### config.mk
export PLATFORM = sky130hd
export DESIGN_NAME = run_control
export DESIGN_NICKNAME = d
export VERILOG_FILES = /design/src/rtl/run_control_pkg.sv /design/src/rtl/run_control_debounce.sv /design/src/rtl/run_control.sv
export SDC_FILE = /design/constraint.sdc
export NUM_CORES = 1
export LEC_CHECK = 0
export ABC_AREA = 1
export CAP_MARGIN = 10
export CELL_PAD_IN_SITES_DETAIL_PLACEMENT = 1
export CELL_PAD_IN_SITES_GLOBAL_PLACEMENT = 1
export CORE_ASPECT_RATIO = 1.5
export CORE_MARGIN = 3
export CORE_UTILIZATION = 40
export CTS_BUF_LIST = sky130_fd_sc_hd__clkbuf_4 sky130_fd_sc_hd__clkbuf_8 sky130_fd_sc_hd__clkbuf_16
export CTS_CLUSTER_DIAMETER = 40
export DETAILED_ROUTE_END_ITERATION = 6
export GPL_ROUTABILITY_DRIVEN = 0
export GPL_TIMING_DRIVEN = 0
export HOLD_SLACK_MARGIN = 0.06
export PLACE_DENSITY = 0.84
export RECOVER_POWER = 25
export SLEW_MARGIN = 10
export SYNTH_ARGS = -nofsm -noshare
export SYNTH_HDL_FRONTEND = slang
export SYNTH_SLANG_ARGS = --single-unit
### constraint.sdc
create_clock -name clk -period 1.3 [get_ports clk]
set_input_delay 0.13 -clock clk [delete_from_list [all_inputs] [get_ports clk]]
set_output_delay 0.13 -clock clk [all_outputs]
set_load 0.1 [all_outputs]
### src/rtl/run_control_pkg.sv
// Shared definitions for the run/stop front-panel control: FSM state encoding
// and the debounce counter width, reused by any panel logic that decodes state.
package run_control_pkg;

    localparam int CNT_W = 16;

    typedef enum logic [1:0] {
        ST_STOPPED  = 2'b00,
        ST_RUNNING  = 2'b01,
        ST_STEPPING = 2'b10,
        ST_STOPPING = 2'b11
    } state_e;

endpackage

### src/rtl/run_control_debounce.sv
// One front-panel switch: two-flop synchroniser, stability counter, debounced
// level and a registered one-cycle press pulse on the debounced falling edge.
module switch_debounce
    import run_control_pkg::*;
#(
    parameter int unsigned DEBOUNCE_CYCLES = 1000
) (
    input  logic clk,
    input  logic rst,
    input  logic sw_n_i,
    output logic press_o
);

    localparam logic [CNT_W-1:0] CNT_LAST = CNT_W'(DEBOUNCE_CYCLES - 1);

    logic             sync1_q, sync2_q;
    logic             deb_q, deb_d;
    logic             deb_dly_q;
    logic             press_q;
    logic [CNT_W-1:0] cnt_q, cnt_d;

    // The edge on which the count would reach DEBOUNCE_CYCLES accepts the new level.
    always_comb begin
        cnt_d = '0;
        deb_d = deb_q;
        if (sync2_q != deb_q) begin
            if (cnt_q == CNT_LAST) begin
                deb_d = sync2_q;
            end else begin
                cnt_d = cnt_q + 1'b1;
            end
        end
    end

    always_ff @(posedge clk) begin
        if (rst) begin
            sync1_q   <= 1'b1;
            sync2_q   <= 1'b1;
            deb_q     <= 1'b1;
            deb_dly_q <= 1'b1;
            cnt_q     <= '0;
            press_q   <= 1'b0;
        end else begin
            sync1_q   <= sw_n_i;
            sync2_q   <= sync1_q;
            deb_q     <= deb_d;
            cnt_q     <= cnt_d;
            deb_dly_q <= deb_q;
            press_q   <= deb_dly_q & ~deb_q;
        end
    end

    assign press_o = press_q;

endmodule

### src/rtl/run_control.sv
// Front-panel RUN/STOP/STEP control: debounced switch presses and CPU halt/fetch
// drive a four-state FSM producing the CPU clock enable and panel lamps.
module run_control
    import run_control_pkg::*;
#(
    parameter int unsigned DEBOUNCE_CYCLES = 1000
) (
    input  logic clk,
    input  logic rst,
    input  logic sw_run_n,
    input  logic sw_stop_n,
    input  logic sw_step_n,
    input  logic halt,
    input  logic fetch,
    output logic cpu_en,
    output logic run,
    output logic halted
);

    logic   run_press, stop_press, step_press;
    state_e state_q, state_d;
    logic   halted_q, halted_d;
    logic   cpu_en_q, run_q;

    switch_debounce #(.DEBOUNCE_CYCLES(DEBOUNCE_CYCLES)) u_run_sw (
        .clk(clk), .rst(rst), .sw_n_i(sw_run_n), .press_o(run_press)
    );

    switch_debounce #(.DEBOUNCE_CYCLES(DEBOUNCE_CYCLES)) u_stop_sw (
        .clk(clk), .rst(rst), .sw_n_i(sw_stop_n), .press_o(stop_press)
    );

    switch_debounce #(.DEBOUNCE_CYCLES(DEBOUNCE_CYCLES)) u_step_sw (
        .clk(clk), .rst(rst), .sw_n_i(sw_step_n), .press_o(step_press)
    );

    // Halt outranks fetch and presses whenever the CPU is clocked.
    always_comb begin
        state_d  = state_q;
        halted_d = halted_q;
        if (state_q == ST_STOPPED) begin
            if (run_press) begin
                state_d  = ST_RUNNING;
                halted_d = 1'b0;
            end else if (step_press) begin
                state_d  = ST_STEPPING;
                halted_d = 1'b0;
            end
        end else if (halt) begin
            state_d  = ST_STOPPED;
            halted_d = 1'b1;
        end else begin
            case (state_q)
                ST_RUNNING: begin
                    if (stop_press) state_d = ST_STOPPING;
                end
                ST_STEPPING, ST_STOPPING: begin
                    if (fetch) state_d = ST_STOPPED;
                end
                default: state_d = ST_STOPPED;
            endcase
        end
    end

    always_ff @(posedge clk) begin
        if (rst) begin
            state_q  <= ST_STOPPED;
            halted_q <= 1'b0;
            cpu_en_q <= 1'b0;
            run_q    <= 1'b0;
        end else begin
            state_q  <= state_d;
            halted_q <= halted_d;
            cpu_en_q <= (state_d != ST_STOPPED);
            run_q    <= (state_d == ST_RUNNING);
        end
    end

    assign cpu_en = cpu_en_q;
    assign run    = run_q;
    assign halted = halted_q;

endmodule

# Word-level counts from Yosys, hierarchy flattened
# Cells that the tools add are included.
# op_classes
bitwise	9
n_reduce_logical	11
n_eq_ne	11
n_addsub	3
muxes	11
# ops
cell	count
16-bit by 1-bit adder with 16-bit output, second input constant	3
16-bit by 10-bit equality test with 1-bit output, second input constant	3
2-bit 2-to-1 mux	6
3-bit OR reduction	3
2-bit AND reduction	4
1-bit inverter	6
2-bit by 1-bit equality test with 1-bit output, second input constant	2
2-bit equality test, second input constant	2
1-bit 2-to-1 mux	4
2-bit one-hot mux with 2 select lines	1
2-bit nonzero test	2
1-bit bitwise AND	3
1-bit inequality test	3
3-bit by 1-bit inequality test with 1-bit output, second input constant	1
2-bit zero test	1
2-bit OR reduction	1
# totals
inputBits	7
output_inout_bits	3
wordCells	67
reg_bits	68

# Depth between registers and ports, before layout
# logic_depth
ltp_word	6
ltp_mapped	8
ltp_nobuf	7

# Hierarchy
# A second synthesis with hierarchy kept.
# unflattened
hier_cells	424
area_unflattened_um2	3214.3
# modules_own_cells
module	n_inst	seq_area_each_um2	cells_each	area_per_inst_um2
switch_debounce	3	420.4	132	999.7
run_control	1	100.1	28	215.2

# Least setup slack after synthesis
# Ideal clock, no wire load.
# synth_path
path_type	register to register
start	register halted (netlist name)
end	register halted_q (netlist: halted)
stages_incl_launch_ff	3
setup_time_ps	70
path_buffers	0
required_time_ps	1230
arrival_ps	1275
path_slack_ps	-45
synth_period_minus_slack_ps	1345
cell_sequence	dfxtp_1 -> o21ai_0 -> a21oi_1
# synth_rtl
element	line_no	text
to (signal assigned)	run_control.sv:73	halted_q <= halted_d;
to (decl)	run_control.sv:22	logic halted_q, halted_d;

# Worst setup path after layout
# layout_path
start	register u_step_sw.cnt_q[0]
end	register u_step_sw.cnt_q[10]
# layout_via
elab_chain_len	2
word_cells_on_any_way	3
cone_classes	1 x add/sub; 1 x eq/ne; 1 x reduce/logical
# layout_rtl
element	line_no	text
from (decl)	run_control_debounce.sv:20	logic [CNT_W-1:0] cnt_q, cnt_d;
from (signal assigned)	run_control_debounce.sv:47	cnt_q <= cnt_d;
branches (longest 2 deep; another with 16-bit by 1-bit adder with 16-bit output)	n/a	
# Parallel ways; which one is timed is not known.
# A chain may end at the register's enable or synchronous reset.

==> tab_implementation.tex <==
\begin{tabular}{lr}
\hline
Metric & Value \\
\hline
\multicolumn{2}{l}{\textbf{Power}} \\
\quad Proportion of total power due to net switching & 0.201 \\
\quad Worst IR Drop VDD & about 1000 uV \\
\quad Cell Pwr Density & 1150 mW/mm\^{}2 \\
\quad Internal power & roughly 3.8 mW \\
\quad Standby leakage power & approximately 1.6 nW \\
\quad Switching component of the power & approximately 0.96 mW \\
\quad Proportion of power drawn by the clock network & 0.541 \\
\quad Reg power frac & 0.440 \\
\quad Comb pwr share & 0.019 \\
\multicolumn{2}{l}{\textbf{GRT}} \\
\quad Pin count of the biggest net entering global routing & 13 \\
\quad Global-route track usage on met1 & 0.195 \\
\quad Met2 demand-to-capacity share in global routing & 0.388 \\
\quad Antenna violations before repair & 0 \\
\quad Total GRT Usage & 0.200 \\
\quad Vias in the first global route & between 3000 and 4000 \\
\quad First-pass GRT wire length & about 14 mm \\
\quad Met3 routing resource usage after global routing & 0.0463 \\
\quad Most heavily used metal layer in global routing & met2 \\
\quad Leftover overflow at the end of global routing & 0 \\
\multicolumn{2}{l}{\textbf{Floorplanning}} \\
\quad Core footprint & between 0.007 and 0.008 sq mm \\
\quad Starting density of the core & 0.419 \\
\quad Total number of placement rows & 39 \\
\quad Die Height & about 120 microns \\
\quad I/O pin cnt & 10 \\
\quad Die W & approximately 80 microns \\
\quad Die area & just over 0.009 sq mm \\
\multicolumn{2}{l}{\textbf{Synth}} \\
\quad Distinct cell type count after synthesis & 28 \\
\quad Share of cell area taken by muxes after synthesis & 0 \\
\quad Post-synth design cell area & about 0.0033 sq mm \\
\quad Post-synthesis adder-cell area fraction & 0.0115 \\
\quad Portion of the post-synthesis area used by sequential elements & 0.416 \\
\quad Parity-gate share of the synthesized area counting xor and xnor cells & 0.0509 \\
\quad Post-synthesis compound-gate area fraction & 0.0501 \\
\quad Post-synthesis net count & 469 \\
\quad Syn. warnings & 0 \\
\quad Mapped Avg Cell Area & around 7.1 sq um \\
\quad Simple-gate area share of the yosys netlist & 0.385 \\
\quad Total of flip-flops plus latches after synthesis & around 70 \\
\quad Main combinational cell family by area after synthesis & simple AND/OR/NAND/NOR gates \\
\quad Post-Syn Instances & $\sim$460 \\
\multicolumn{2}{l}{\textbf{Clock network}} \\
\quad CTS root buffer & sky130\_fd\_sc\_hd\_\_clkbuf\_16 \\
\quad Clock-pin slew reported for the worst setup and hold paths after clock tree synthesis & about 0.06 ns \\
\quad Clock Path Buffers & 2 \\
\quad Number of clock sinks & 68 \\
\quad Deepest level of the CTS H-tree & 3 \\
\quad Number of buffers created by CTS & 9 \\
\quad CTS tree & yes \\
\quad Hold buffers post-CTS & 0 \\
\quad Clock latency at the later pin of the worst-skew pair & 0.33 ns \\
\multicolumn{2}{l}{\textbf{STA}} \\
\quad Total Neg Setup Slack & -0.0216 ns \\
\quad Final worst path period need & around 1.3 ns \\
\quad Setup slack of the critical path after layout & -0.0216 ns \\
\quad Least-Margin Pin Slew & between 0.4 and 0.5 ns \\
\quad Number of pins with negative max-slew slack in the final report & 0 \\
\quad Final critical-path share of the clock period & 1.02 \\
\quad Maximum clock skew at final layout & 0.00718 ns \\
\quad Final Setup Violations & 1 \\
\quad Max Clk Rate & roughly 0.76 GHz \\
\quad Number of hold violations in the final report & 0 \\
\quad Relative slew slack & 0.677 \\
\multicolumn{2}{l}{\textbf{Cells and area}} \\
\quad Most common cell after layout, fill and taps aside & sky130\_fd\_sc\_hd\_\_nand2\_1 \\
\quad Final standard cell utilization of the core & 0.533 \\
\quad Synth-to-layout area growth & 27.1\% \\
\quad Area of the multi-input gates & about 0.0018 sq mm \\
\quad Number of nets in the finished design & 507 \\
\quad Number of inserted diodes & 0 \\
\quad Top library cells by usage in the layout, fill and taps aside & 93 x sky130\_fd\_sc\_hd\_\_nand2\_1, 66 x sky130\_fd\_sc\_hd\_\_nor2\_1, 60 x sky130\_fd\_sc\_hd\_\_inv\_1, 44 x sky130\_fd\_sc\_hd\_\_dfxtp\_1, 34 x sky130\_fd\_sc\_hd\_\_nand3\_1 \\
\quad Filler Cell Count & 991 \\
\quad Total area of sequential cells & between 0.001 and 0.0015 sq mm \\
\quad Share of post-route cells with drive strength above 1 & 0.263 \\
\multicolumn{2}{l}{\textbf{Placed design}} \\
\quad Total half-perimeter wirelength after legalization and detailed placement & around 6 mm \\
\quad Placement-stage worst setup slack & -0.287 ns \\
\quad Port Buf Inserts & 9 \\
\multicolumn{2}{l}{\textbf{Drt}} \\
\quad Vias per cell & 5.03 \\
\quad Count of nets left with antenna violations after detail routing & 0 \\
\quad Number of remaining DRC errors & 0 \\
\quad Total via count after detailed routing & 3041 \\
\quad DRT iter0 DRCs & about 110 \\
\quad Number of detailed-route iterations in the first pass & 4 \\
\quad Post-detailed-routing wire length & 9.11 mm \\
\quad Wirelength per Cell & around 15 microns \\
\multicolumn{2}{l}{\textbf{Critical path}} \\
\quad Critical-path maximum fanout & 5 \\
\quad Largest incremental delay on the critical path & about 0.37 ns \\
\quad Delay-heaviest family, CP & simple AND/OR/NAND/NOR gates \\
\quad Master of the slowest instance on the critical path & sky130\_fd\_sc\_hd\_\_dfxtp\_4 \\
\quad Required time at the endpoint of the critical path & around 1.6 ns \\
\quad Crit start category & register \\
\quad Worst EP arrival & approximately 1.6 ns \\
\quad CP dominant cell by count & sky130\_fd\_sc\_hd\_\_nand2\_2 \\
\quad Worst Path Buf+Inv & 1 \\
\quad CP Cell Sequence & ha\_4 > nand2\_2 > nor2\_4 > nand2\_2 > o21ai\_1 > inv\_1 > nor2\_1 \\
\quad Critical path endpoint category & register \\
\quad Type of the setup path with the least slack & register to register \\
\multicolumn{2}{l}{\textbf{Outcome}} \\
\quad Status & finished with violations \\
\quad Failing checks & negative setup slack \\
\multicolumn{2}{l}{\textbf{Flow run}} \\
\quad Max Cap Viol & 0 \\
\multicolumn{2}{l}{\textbf{Worst hold path}} \\
\quad Worst min-delay path class & input port to register \\
\hline
\end{tabular}
final timing paths:
| kind | startpoint | slack, ns | cells after the start | to |
|---|---|---|---|---|
| hold reg to reg | u_step_sw.deb_dly_q | 0.41 | 2 | u_step_sw.press_o |
| setup / recovery | u_step_sw.cnt_q[0] | -0.02 | 7 | u_step_sw.cnt_q[10] |
| hold / removal | sw_stop_n | 0.37 | 2 | u_stop_sw.sync1_q |
| setup reg to reg | u_step_sw.cnt_q[0] | -0.02 | 7 | u_step_sw.cnt_q[10] |
metrics by stage:
stage	cell area, sq um	cells	power (mW)	hold WS, ns
6_report	4160	604	4.77	0.366
2_1_floorplan	3270	459	2.19	0.234
3_5_place_dp	3490	570	2.22	0.401
3_3_place_gp	3490	570	2.22	0.398
5_1_grt	4160	604	4.94	0.368
4_1_cts	3920	592	4.81	0.363
flip-flops by register name, indices dropped and copies added, names as in the netlist, 2 cells and up:
register,flops
u_run_sw.cnt_q,16
u_step_sw.cnt_q,16
u_stop_sw.cnt_q,16
state_q,2
per-layer routing:
metal / vias to the layer above / wire, microns
met4: 0 / 317
met3: 27 / 233
met2: 41 / 5160
met5: - / 0
li1: 1519 / -
met1: 1454 / 3400
power groups by stage:
stage,Clock [mW],Sequential (mW),Combinational [mW]
global placement,0,2.15,0.0685
global route,2.75,2.10,0.0984
floorplan,0,2.15,0.0387
detailed placement,0,2.15,0.0706
CTS,2.63,2.10,0.0785
finish,2.58,2.10,0.0899
synth_stat cells:
cell type	number	area [sq um]
sky130_fd_sc_hd__nand2_2	7	43.8
sky130_fd_sc_hd__o21bai_1	1	7.51
sky130_fd_sc_hd__a21oi_1	21	105
sky130_fd_sc_hd__nand3_1	39	195
sky130_fd_sc_hd__or2_2	9	56.3
sky130_fd_sc_hd__a21oi_2	1	8.76
sky130_fd_sc_hd__or2_0	1	6.26
sky130_fd_sc_hd__nand2_4	1	11.3
sky130_fd_sc_hd__nor2_1	76	285
sky130_fd_sc_hd__dfxtp_1	68	1360
sky130_fd_sc_hd__nand2_1	97	364
sky130_fd_sc_hd__buf_12	1	20.0
sky130_fd_sc_hd__nand4_1	14	87.6
sky130_fd_sc_hd__xor2_1	7	61.3
sky130_fd_sc_hd__nand3_2	5	50.1
sky130_fd_sc_hd__clkbuf_1	1	3.75
sky130_fd_sc_hd__o21ai_1	2	10.0
sky130_fd_sc_hd__nor2_4	3	33.8
sky130_fd_sc_hd__o211ai_1	1	7.51
sky130_fd_sc_hd__ha_1	3	37.5
sky130_fd_sc_hd__nor2_2	16	100
sky130_fd_sc_hd__o21ai_0	5	25.0
sky130_fd_sc_hd__inv_1	61	229
sky130_fd_sc_hd__nand3b_1	2	15.0
sky130_fd_sc_hd__buf_6	2	22.5
sky130_fd_sc_hd__inv_2	2	7.51
sky130_fd_sc_hd__xnor2_1	12	105
sky130_fd_sc_hd__nor3_2	1	10.0
cell families after synthesis:
group / Yosys count
AOI/OAI and AO/OA: 31
buffers and inverters: 67
and+or+nand+nor: 271
xor gates and xnor gates: 19
adders and majority gates: 3
DFF: 68
area by class of cell:
type | count | share of cell area
clock inverter | 7 | 0.0220
inverter | 63 | 0.0569
tap | 102 | 0.0307
sequential | 68 | 0.337
multi-input combinational | 324 | 0.432
buffer | 4 | 0.0120
clock buffer | 9 | 0.0542
timing repair buffer | 27 | 0.0557
timing repair:
item,4_1_cts,5_1_grt
resized for setup,44,41
gates cloned,1,1
setup endpoints to repair,50,45
pin swaps,8,9
hold endpoints to repair,0,0
setup buffers,5,11
(Power assumes the default switching activity.)
